[config.mk]
export PLATFORM = sky130hd
export DESIGN_NAME = serial_add_ctrl
export DESIGN_NICKNAME = d
export VERILOG_FILES = /design/src/rtl/serial_add_ctrl.sv
export SDC_FILE = /design/constraint.sdc
export NUM_CORES = 1
export LEC_CHECK = 0
export ABC_AREA = 1
export CAP_MARGIN = 20
export CORE_MARGIN = 5
export CORE_UTILIZATION = 45
export CTS_CLUSTER_SIZE = 8
export DETAILED_ROUTE_END_ITERATION = 8
export PLACE_DENSITY = 0.72
export SKIP_LAST_GASP = 1
export SLEW_MARGIN = 10
export SYNTH_ARGS = -nofsm -noshare
export SYNTH_HDL_FRONTEND = slang
export SYNTH_SLANG_ARGS = --single-unit
[constraint.sdc]
create_clock -name clk -period 2.4 [get_ports clk]
set_input_delay 0.48 -clock clk [delete_from_list [all_inputs] [get_ports clk]]
set_output_delay 0.48 -clock clk [all_outputs]
set_load 0.02 [all_outputs]
[src/rtl/serial_add_ctrl.sv]
// serial_add_ctrl: bit-serial add/subtract sequencer.
// Drives one shared, externally instantiated full adder one bit per clock,
// LSB first. Subtraction is a + ~b + 1, so the carry is preloaded with 'sub'.
// Handshake: start is a request that is taken only while the block is idle
// (busy low); once taken the op runs for exactly WIDTH cycles and then
// announces completion with a single-cycle done pulse. Requests seen while
// busy are dropped, never queued.
module serial_add_ctrl #(
    parameter int WIDTH = 8
) (
    input  logic             clk,
    input  logic             reset_n,
    input  logic             start,
    input  logic             sub,
    input  logic [WIDTH-1:0] a,
    input  logic [WIDTH-1:0] b,
    output logic             busy,
    output logic             done,
    output logic [WIDTH-1:0] result,
    output logic             carry_out,
    output logic             overflow,
    output logic [1:0]       fa_in,
    output logic             fa_cin,
    input  logic             fa_sum,
    input  logic             fa_cout
);

    localparam int CW = $clog2(WIDTH);
    localparam logic [CW-1:0] LAST = CW'(WIDTH - 1);

    typedef enum logic [1:0] {
        IDLE = 2'd0,
        RUN  = 2'd1,
        DONE = 2'd2
    } state_e;

    state_e           state_q, state_d;
    logic [WIDTH-1:0] a_sh_q, a_sh_d;
    logic [WIDTH-1:0] b_sh_q, b_sh_d;
    logic [WIDTH-1:0] r_sh_q, r_sh_d;
    logic             carry_q, carry_d;
    logic [CW-1:0]    cnt_q, cnt_d;
    logic [WIDTH-1:0] result_q, result_d;
    logic             carry_out_q, carry_out_d;
    logic             overflow_q, overflow_d;

    // State and datapath registers; synchronous active-low reset wins over everything.
    always_ff @(posedge clk) begin
        if (!reset_n) begin
            state_q     <= IDLE;
            a_sh_q      <= '0;
            b_sh_q      <= '0;
            r_sh_q      <= '0;
            carry_q     <= 1'b0;
            cnt_q       <= '0;
            result_q    <= '0;
            carry_out_q <= 1'b0;
            overflow_q  <= 1'b0;
        end else begin
            state_q     <= state_d;
            a_sh_q      <= a_sh_d;
            b_sh_q      <= b_sh_d;
            r_sh_q      <= r_sh_d;
            carry_q     <= carry_d;
            cnt_q       <= cnt_d;
            result_q    <= result_d;
            carry_out_q <= carry_out_d;
            overflow_q  <= overflow_d;
        end
    end

    // Next-state and datapath update: latch on accept, shift one bit per RUN cycle.
    always_comb begin
        state_d     = state_q;
        a_sh_d      = a_sh_q;
        b_sh_d      = b_sh_q;
        r_sh_d      = r_sh_q;
        carry_d     = carry_q;
        cnt_d       = cnt_q;
        result_d    = result_q;
        carry_out_d = carry_out_q;
        overflow_d  = overflow_q;
        case (state_q)
            IDLE: begin
                if (start) begin
                    a_sh_d  = a;
                    b_sh_d  = sub ? ~b : b;
                    carry_d = sub;
                    cnt_d   = '0;
                    state_d = RUN;
                end
            end
            RUN: begin
                r_sh_d  = {fa_sum, r_sh_q[WIDTH-1:1]};
                carry_d = fa_cout;
                a_sh_d  = a_sh_q >> 1;
                b_sh_d  = b_sh_q >> 1;
                cnt_d   = cnt_q + CW'(1);
                if (cnt_q == LAST) begin
                    // carry_q is the carry into the MSB; fa_cout is the carry out of it.
                    state_d     = DONE;
                    result_d    = {fa_sum, r_sh_q[WIDTH-1:1]};
                    carry_out_d = fa_cout;
                    overflow_d  = carry_q ^ fa_cout;
                end
            end
            DONE: begin
                state_d = IDLE;
            end
            default: begin
                state_d = IDLE;
            end
        endcase
    end

    // Outputs: adder is only driven while RUN; results come straight from registers.
    always_comb begin
        busy      = (state_q != IDLE);
        done      = (state_q == DONE);
        fa_in     = 2'b00;
        fa_cin    = 1'b0;
        result    = result_q;
        carry_out = carry_out_q;
        overflow  = overflow_q;
        if (state_q == RUN) begin
            fa_in  = {b_sh_q[0], a_sh_q[0]};
            fa_cin = carry_q;
        end
    end

endmodule

==> results.json, run 1 <==
{
  "status": "completed",
  "nNetsFinal": 323,
  "end_kind": "output port",
  "grt_overflow_total": 0,
  "grt_setup_unrepaired": "no",
  "ys_ff_latch": 39,
  "setup_viol": 0,
  "row_count": 22,
  "antenna_found_initial": 0,
  "die_w_um": 72.5,
  "yosys.area.top_type": "dfxtp_1",
  "viasPerCell": 4.83,
  "h-tree-depth": 2,
  "drc": 0,
  "final.setup.tns_ns": 0,
  "routed_wl_um": 3960,
  "final_antenna_net_count": 0,
  "rrSetupSlack_ns": 0.82,
  "grt_pass1_vias": 1576,
  "seq_area_frac_synth_pct": 44.4,
  "die-height_um": 72.5,
  "clock.fmax_mhz": 483,
  "p_sw_share_pct": 22.4,
  "power_frac_clock_pct": 42.3,
  "cts_setup_buffers": 0,
  "syn2layout_area_growth_pct": 29.5,
  "cts_hold_buf": 0,
  "regArea_sq_um": 781,
  "netlist_area_sq_mm": 0.00176,
  "clock_skew_ns": 0.00692,
  "crit_end": "fa_cin",
  "synth.distinct_cells": 19,
  "worstReg2RegStart": "cnt_q[0]",
  "core_area_sq_mm": 0.00372,
  "crit_start": "state_q[0]",
  "cp-start-kind": "flop",
  "synth.area.top_cells": "dfxtp_1 44%, nand2_1 15%, nor2_1 10%, nand3_1 8.8%, inv_1 6.0%",
  "worst_hold_path_type": "flop to flop",
  "internal_power_uw": 1170,
  "synthCells": 263,
  "cp.buffers_inverters": 1,
  "path_delay_family": "buffers and inverters",
  "cp.depth": 3,
  "num_vias": 1682,
  "finalCoreUtilization_pct": 61.2,
  "synth_top_cell_area_share_pct": 44.4,
  "syn_nets": 287,
  "wl_per_cell_um": 11.4,
  "drt_iter0_markers": 92,
  "combPwrFrac_pct": 11.7,
  "power.density_mw_per_mm2": 663,
  "cts_tree": "done",
  "syn_area_per_cell_sq_um": 6.68,
  "firstDrtPassIters": 4,
  "numCtsBuffers": 5,
  "fin_area_sq_mm": 0.00228,
  "place_area_sq_mm": 0.00214,
  "vdd_drop_max_v": 0.000380,
  "clock-root-buffer": "clkbuf_8",
  "worstMarginPinSlew_ns": 0.510,
  "cp.required_ns": 1.92,
  "finalCritPeriodShare_pct": 86.3,
  "insertion_delay_ns": 0.29,
  "slew_viol_final": 0,
  "hold_viol_final": 0,
  "cts_resized": 0,
  "slew_headroom_pct": 65.9,
  "ff2ff_path_depth": 8,
  "path_class": "flop to output port",
  "initial_core_util_pct": 47.3,
  "p_sw_uw": 338,
  "io_pins": 37,
  "max_cap_viol_count": 0,
  "multi_input_area_sq_um": 788,
  "path_cells": "nand2_2 > nor2_1 > clkdlybuf4s50_1",
  "cts.path.max_buffers": 2,
  "worstPathArrival_ns": 1.59,
  "slowest_stage": "clkdlybuf4s50_1",
  "dieArea_sq_mm": 0.00526,
  "grt_usage_pct": 16.1,
  "finalCriticalPeriod_ns": 2.07,
  "grt_pass1_wl_um": 6730,
  "slowest_delay_ns": 0.61,
  "grt_max_degree": 26,
  "io_buffers": 36,
  "hpwl_um": 2700,
  "fillCellCount": 364,
  "insertedDiodeCount": 0,
  "p_seq_share_pct": 45.9,
  "ys_warn_count": 0,
  "place_congestion": 0.747,
  "clkSinkCount": 39,
  "p_leak_uw": 0.00110,
  "drive_gt1_share_pct": 6.00,
  "cp_max_fo": 7,
  "r2r_end": "result[2]",
  "clkSlewWorstSetupHoldPaths_ns": 0.07
}
==> power groups by stage <==
stage | Combinational [uW] | Clock, uW | Sequential (uW)
floorplan | 114 | 0 | 704
global placement | 175 | 0 | 707
detailed placement | 177 | 0 | 708
CTS | 179 | 655 | 693
global route | 203 | 681 | 697
finish | 177 | 639 | 693
==> state kept, by name (all words and copies together) (netlist names) <==
signal     count
b_sh_q         8
cnt_q          3
result         8
state_q        2
carry_out      1
r_sh_q         7
a_sh_q         8
carry_q        1
overflow       1
==> cell type report <==
| cell class | instances | area share, % |
|---|---|---|
| multi-input cells | 181 | 34.6 |
| clock buffers | 6 | 3.19 |
| repair buffers | 41 | 17.5 |
| clock inverters | 2 | 2.64 |
| well taps | 48 | 2.64 |
| inverters | 31 | 5.11 |
| flip-flops and latches | 39 | 34.3 |
==> layout by cell type (no fill, tap or decap), types with 3 or more instances in the layout <==
cell type and n:
nand2_1 68, nor2_1 48, dfxtp_1 39, clkdlybuf4s50_1 36
nand3_1 31, inv_1 28, o21ai_0 17, a21oi_1 9
clkbuf_8 5, buf_4 5, inv_2 3
==> metal layers <==
layer / part of all wire, % / up-vias / GRT usage, % / wire length (um)
li1: - / 884 / - / -
met1: 45 / 756 / 19.4 / 1790
met2: 47 / 33 / 26.9 / 1860
met3: 5.5 / 9 / 4.16 / 218
met4: 2.4 / 0 / 6.97 / 95
met5: 0 / - / 0 / 0
==> worst min path at each step <==
stage / start / endpoint / slack [ns] / cells after the start
after floorplan: cnt_q[0] / cnt_q[0] / 0.43 / 1
after global placement: result[2] / result[2] / 0.47 / 2
after detailed placement: cnt_q[0] / cnt_q[0] / 0.47 / 1
after CTS: result[2] / result[2] / 0.48 / 2
after global routing: a_sh_q[7] / a_sh_q[7] / 0.51 / 2
final: result[2] / result[2] / 0.48 / 2
==> cells by family (layout without fill, tap and decap cells) <==
kind of cell    Yosys count  after routing  synth area share (%)
xor+xnor                  2              2                 0.997
flops                    39             39                  44.4
simple gates            151            151                  35.0
buf+inv                  43             80                  10.7
fa+ha+maj                 2              2                  1.42
compound gates           26             26                  7.40
==> per-stage QoR <==
stage	total power [uW]	worst slack (ns)	hold WS, ns	instances
after floorplan	818	0.984	0.428	263
final	1510	0.329	0.476	348
after global placement	882	0.498	0.467	340
after detailed placement	885	0.484	0.466	340
after global routing	1580	0.232	0.511	348
after CTS	1530	0.318	0.482	348
==> worst register-to-register path: stages, from the launching register on <==
cell	delay, ns
dfxtp_1	0.37
ha_1	0.17
ha_1	0.13
nand2_1	0.07
nor2_2	0.35
inv_2	0.18
nor2_1	0.14
nand2_1	0.07
nand2_1	0.05
==> synthesized netlist by cell type <==
cell type and count:
nor2_1 48, buf_1 1, xor2_1 1, a21oi_1 9, nand2_1 68, dfxtp_1 39, nor2_2 2, buf_4 4
and3_1 1, inv_1 28, inv_2 3, buf_2 4, clkbuf_1 2, buf_6 1, ha_1 2, xnor2_1 1
nand3_1 31, o21ai_0 17, nand2_2 1
No activity file was read; power rests on OpenSTA's default activity.
==> run 2, diff against run 1 <==
- PLACE_DENSITY: 0.72 -> 0.8
==> run 2 against run 1 <==
Compared with the run above:
- global-route usage barely moved
- clock-buffer cell count unchanged
- design area shrank 0.33%
==> results.json, run 2 (synthesis gave the netlist of run 1 again) <==
{
  "status": "completed",
  "final_cells": 347,
  "grt_max_degree": 29,
  "final_antenna_net_count": 0,
  "row_count": 22,
  "cts_hold_buf": 0,
  "hpwl_um": 2630,
  "routed_wl_um": 4000,
  "end_kind": "output port",
  "clkSinkCount": 39,
  "fillCellCount": 351,
  "dieArea_sq_mm": 0.00526,
  "most-common-layout-cells": "68 x nand2_1, 48 x nor2_1, 39 x dfxtp_1, 36 x clkdlybuf4s50_1, 31 x nand3_1",
  "initial_core_util_pct": 47.3,
  "clock-root-buffer": "clkbuf_8",
  "finalCritPeriodShare_pct": 84.8,
  "cts.path.max_buffers": 2,
  "vdd_drop_max_v": 0.000408,
  "final_common_cell": "nand2_1",
  "num_vias": 1695,
  "nNetsFinal": 322,
  "p_sw_share_pct": 22.3,
  "slowest_stage": "clkdlybuf4s50_1",
  "power.density_mw_per_mm2": 664,
  "clock.fmax_mhz": 491,
  "core_area_sq_mm": 0.00372,
  "cp.required_ns": 1.92,
  "p_sw_uw": 335,
  "design_power_total_uw": 1510,
  "place_congestion": 0.791,
  "drc": 0,
  "grt_usage_pct": 16.1,
  "cts_setup_buffers": 0,
  "insertion_delay_ns": 0.29,
  "clock_skew_ns": 0.00381,
  "grt_overflow_total": 0,
  "path_class": "flop to output port",
  "slew_viol_final": 0,
  "power_frac_clock_pct": 42.2,
  "cts_tree": "done",
  "grt_pass1_wl_um": 6690,
  "p_seq_share_pct": 46.0,
  "wl_per_cell_um": 11.5,
  "worst_hold_path_type": "flop to flop",
  "path_cells": "nand2_2 > nor2_1 > clkdlybuf4s50_1",
  "numCtsBuffers": 5,
  "io_buffers": 36,
  "combPwrFrac_pct": 11.7,
  "syn2layout_area_growth_pct": 29.0,
  "viasPerCell": 4.88,
  "slew_headroom_pct": 66.7,
  "worstMarginPinSlew_ns": 0.497,
  "drt_iter0_markers": 131,
  "cts_resized": 0,
  "setup_ws_ns": 0.365,
  "dp_slack_ns": 0.507,
  "h-tree-depth": 2,
  "dp.cells": 339,
  "antenna_found_initial": 0,
  "insertedDiodeCount": 0,
  "cp_max_fo": 5,
  "final.setup.tns_ns": 0,
  "firstDrtPassIters": 4,
  "grt_pass1_vias": 1553,
  "clkSlewWorstSetupHoldPaths_ns": 0.07,
  "grt_setup_unrepaired": "no",
  "hold_viol_final": 0,
  "whs_ns": 0.477,
  "cp-start-kind": "flop",
  "io_pins": 37,
  "die_w_um": 72.5,
  "setup_viol": 0,
  "max_cap_viol_count": 0,
  "p_leak_uw": 0.00109,
  "internal_power_uw": 1170,
  "slowest_delay_ns": 0.61,
  "die-height_um": 72.5,
  "finalCriticalPeriod_ns": 2.04,
  "drive_gt1_share_pct": 5.69,
  "worstPathArrival_ns": 1.56
}
==> run 2: cell count changes in the layout (fill, tap and decap cells not counted), sizes merged <==
| cell | before | now |
|---|---|---|
| buf | 5 | 4 |
==> run 2: per-stage QoR <==
| step | util (%) | cell area, sq um |
|---|---|---|
| finish | 61.0 | 2270 |
| global route | 61.0 | 2270 |
| CTS | 61.0 | 2270 |
| detailed placement | 57.5 | 2140 |
| global placement | 57.5 | 2140 |
| floorplan | - | 1760 |
==> run 2: routing by layer <==
| layer | vias to the layer above | part of all wire (%) | global-route usage [%] |
|---|---|---|---|
| met5 | - | 0 | 0 |
| li1 | 883 | - | - |
| met4 | 0 | 1.5 | 5.53 |
| met2 | 36 | 49 | 28.1 |
| met1 | 772 | 44 | 18.9 |
| met3 | 4 | 5.3 | 4.43 |
==> run 2: area by class of cell <==
cell class	count	area, sq um	share of cell area, %
Multi-Input combinational cell	181	788	34.7
Sequential cell	39	781	34.4
Timing Repair Buffer	40	390	17.2
Inverter	31	116	5.13
Clock buffer	6	72.6	3.20
Clock inverter	2	60.1	2.65
Tap cell	48	60.1	2.65
==> run 2: final timing paths <==
path	from	to	slack [ns]	cells after the start
hold / removal	cnt_q[0]	cnt_q[0]	0.48	1
hold reg to reg	cnt_q[0]	cnt_q[0]	0.48	1
setup reg to reg	cnt_q[0]	result[2]	0.82	8
setup / recovery	state_q[0]	fa_cin	0.36	3
==> run 2: critical path: cells and delay by family, from the launching register on <==
| kind | cells | cell delay [ns] |
|---|---|---|
| flops | 1 | 0.41 |
| simple gates | 2 | 0.24 |
| buf+inv | 1 | 0.61 |
==> run 2: power by group through the flow <==
stage / logic [uW] / clock network, uW / registers [uW]
final: 176 / 636 / 693
after global placement: 173 / 0 / 707
after detailed placement: 175 / 0 / 707
after CTS: 177 / 651 / 692
after floorplan: 114 / 0 / 704
after global routing: 198 / 676 / 697
==> run 3, diff against run 2 <==
- clock period: 2.4 -> 2.07 ns (I/O delays scaled with it)
==> run 3 against run 2 <==
Compared with the run above:
- worst hold slack worse by 0.0064 ns
- sequential cell count unchanged
- wire length down 1.8%
- design area down 1.3%
- final cell count up 0.29%
- clock power down 20%
- critical path depth unchanged
- register-to-register slack worse by 0.24 ns
- largest power group unchanged
- non-clock buffer count up 2
- via count down 0.88%
- global-route usage down 0.49 points
- sequential share of layout area up 0.46 points
- critical path type unchanged
==> results.json, run 3 (synthesis gave the netlist of run 1 again) <==
{
  "cp.buffers_inverters": 1,
  "cts_setup_buffers": 0,
  "fillCellCount": 360,
  "die_w_um": 72.5,
  "path_delay_family": "buffers and inverters",
  "cp_max_fo": 5,
  "viasPerCell": 4.83,
  "drive_gt1_share_pct": 6.33,
  "h-tree-depth": 2,
  "ff2ff_path_depth": 8,
  "nNetsFinal": 324,
  "antenna_found_initial": 0,
  "final_antenna_net_count": 0,
  "place_congestion": 0.785,
  "firstDrtPassIters": 4,
  "path_class": "flop to output port",
  "most-common-layout-cells": "68 x nand2_1, 48 x nor2_1, 39 x dfxtp_1, 36 x clkdlybuf4s50_1, 31 x nand3_1",
  "slowest_delay_ns": 0.61,
  "whs_path_depth": 1,
  "clkSinkCount": 39,
  "routed_wl_um": 3930,
  "path_cells": "nand2_2 > nor2_1 > clkdlybuf4s50_1",
  "dieArea_sq_mm": 0.00526,
  "cp.depth": 3,
  "grt_overflow_total": 0,
  "io_buffers": 36,
  "final_common_cell": "nand2_1",
  "cp.required_ns": 1.66,
  "max_cap_viol_count": 0,
  "worstMarginPinSlew_ns": 0.476,
  "final_cells": 348,
  "drt_iter0_markers": 166,
  "dp.cells": 341,
  "syn2layout_area_growth_pct": 27.3,
  "io_pins": 37,
  "drc": 0,
  "insertedDiodeCount": 0,
  "grt_max_degree": 26,
  "insertion_delay_ns": 0.28,
  "design_power_total_uw": 1520,
  "setup_viol": 0,
  "grt_pass1_wl_um": 6570,
  "cp-start-kind": "flop",
  "cts_hold_buf": 0,
  "worst_hold_path_type": "flop to flop",
  "die-height_um": 72.5,
  "finalCriticalPeriod_ns": 1.95,
  "end_kind": "output port",
  "clock-root-buffer": "clkbuf_8",
  "clock_skew_ns": 0.00338,
  "cts_resized": 0,
  "hold_viol_final": 0,
  "clkSlewWorstSetupHoldPaths_ns": 0.07,
  "initial_core_util_pct": 47.3,
  "numCtsBuffers": 5,
  "status": "completed",
  "core_area_sq_mm": 0.00372,
  "worstPathArrival_ns": 1.53,
  "wl_per_cell_um": 11.3,
  "final.setup.tns_ns": 0,
  "num_vias": 1680,
  "cts_tree": "done",
  "grt_setup_unrepaired": "no",
  "row_count": 22,
  "grt_usage_pct": 15.6,
  "hpwl_um": 2750,
  "slowest_stage": "clkdlybuf4s50_1",
  "slew_headroom_pct": 68.2,
  "clock.fmax_mhz": 514,
  "p_leak_uw": 0.00108,
  "vdd_drop_max_v": 0.000395,
  "grt_pass1_vias": 1511,
  "cts.path.max_buffers": 2,
  "slew_viol_final": 0,
  "finalCoreUtilization_pct": 60.2,
  "finalCritPeriodShare_pct": 94.0,
  "power.density_mw_per_mm2": 678
}
run 3: path summary, 6_finish.rpt:
path / slack (ns) / startpoint / endpoint
hold reg to reg: 0.47 / cnt_q[0] / cnt_q[0]
hold / removal: 0.47 / cnt_q[0] / cnt_q[0]
setup reg to reg: 0.58 / state_q[1] / a_sh_q[4]
setup / recovery: 0.12 / state_q[0] / fa_cin
run 3: layout make-up:
| cell class | count | area (sq um) | area share (%) |
|---|---|---|---|
| Inverter | 31 | 116 | 5.20 |
| Clock inverter | 1 | 5.00 | 0.224 |
| Tap cell | 48 | 60.1 | 2.68 |
| Multi-Input combinational cell | 181 | 788 | 35.2 |
| Sequential cell | 39 | 781 | 34.9 |
| Clock buffer | 6 | 82.6 | 3.69 |
| Timing Repair Buffer | 42 | 405 | 18.1 |
run 3: per-stage QoR:
stage | hold slack (ns) | setup WS, ns | instance area, sq um
finish | 0.471 | 0.124 | 2240
global route | 0.488 | 0.0477 | 2240
CTS | 0.470 | 0.116 | 2240
detailed placement | 0.455 | 0.251 | 2150
global placement | 0.456 | 0.283 | 2150
floorplan | 0.428 | 0.720 | 1760
run 3: power breakdown:
part	switching (uW)	internal [uW]
logic	114	91.8
registers	19.5	785
clock network	247	261
total	380	1140
run 3: worst register-to-register path: cells and delay by family (launching register included):
kind                   cells  cell delay, ns
buffers and inverters      3            0.58
and+or+nand+nor            5            0.41
DFF                        1            0.38
run 3: layer usage:
metal	wire length, um	up-vias	part of all wire [%]	GRT usage (%)
li1	-	885	-	-
met1	1790	754	46	20.4
met2	1890	39	48	25.4
met3	234	2	6.0	4.29
met4	17	0	0.43	4.10
met5	0	-	0	0
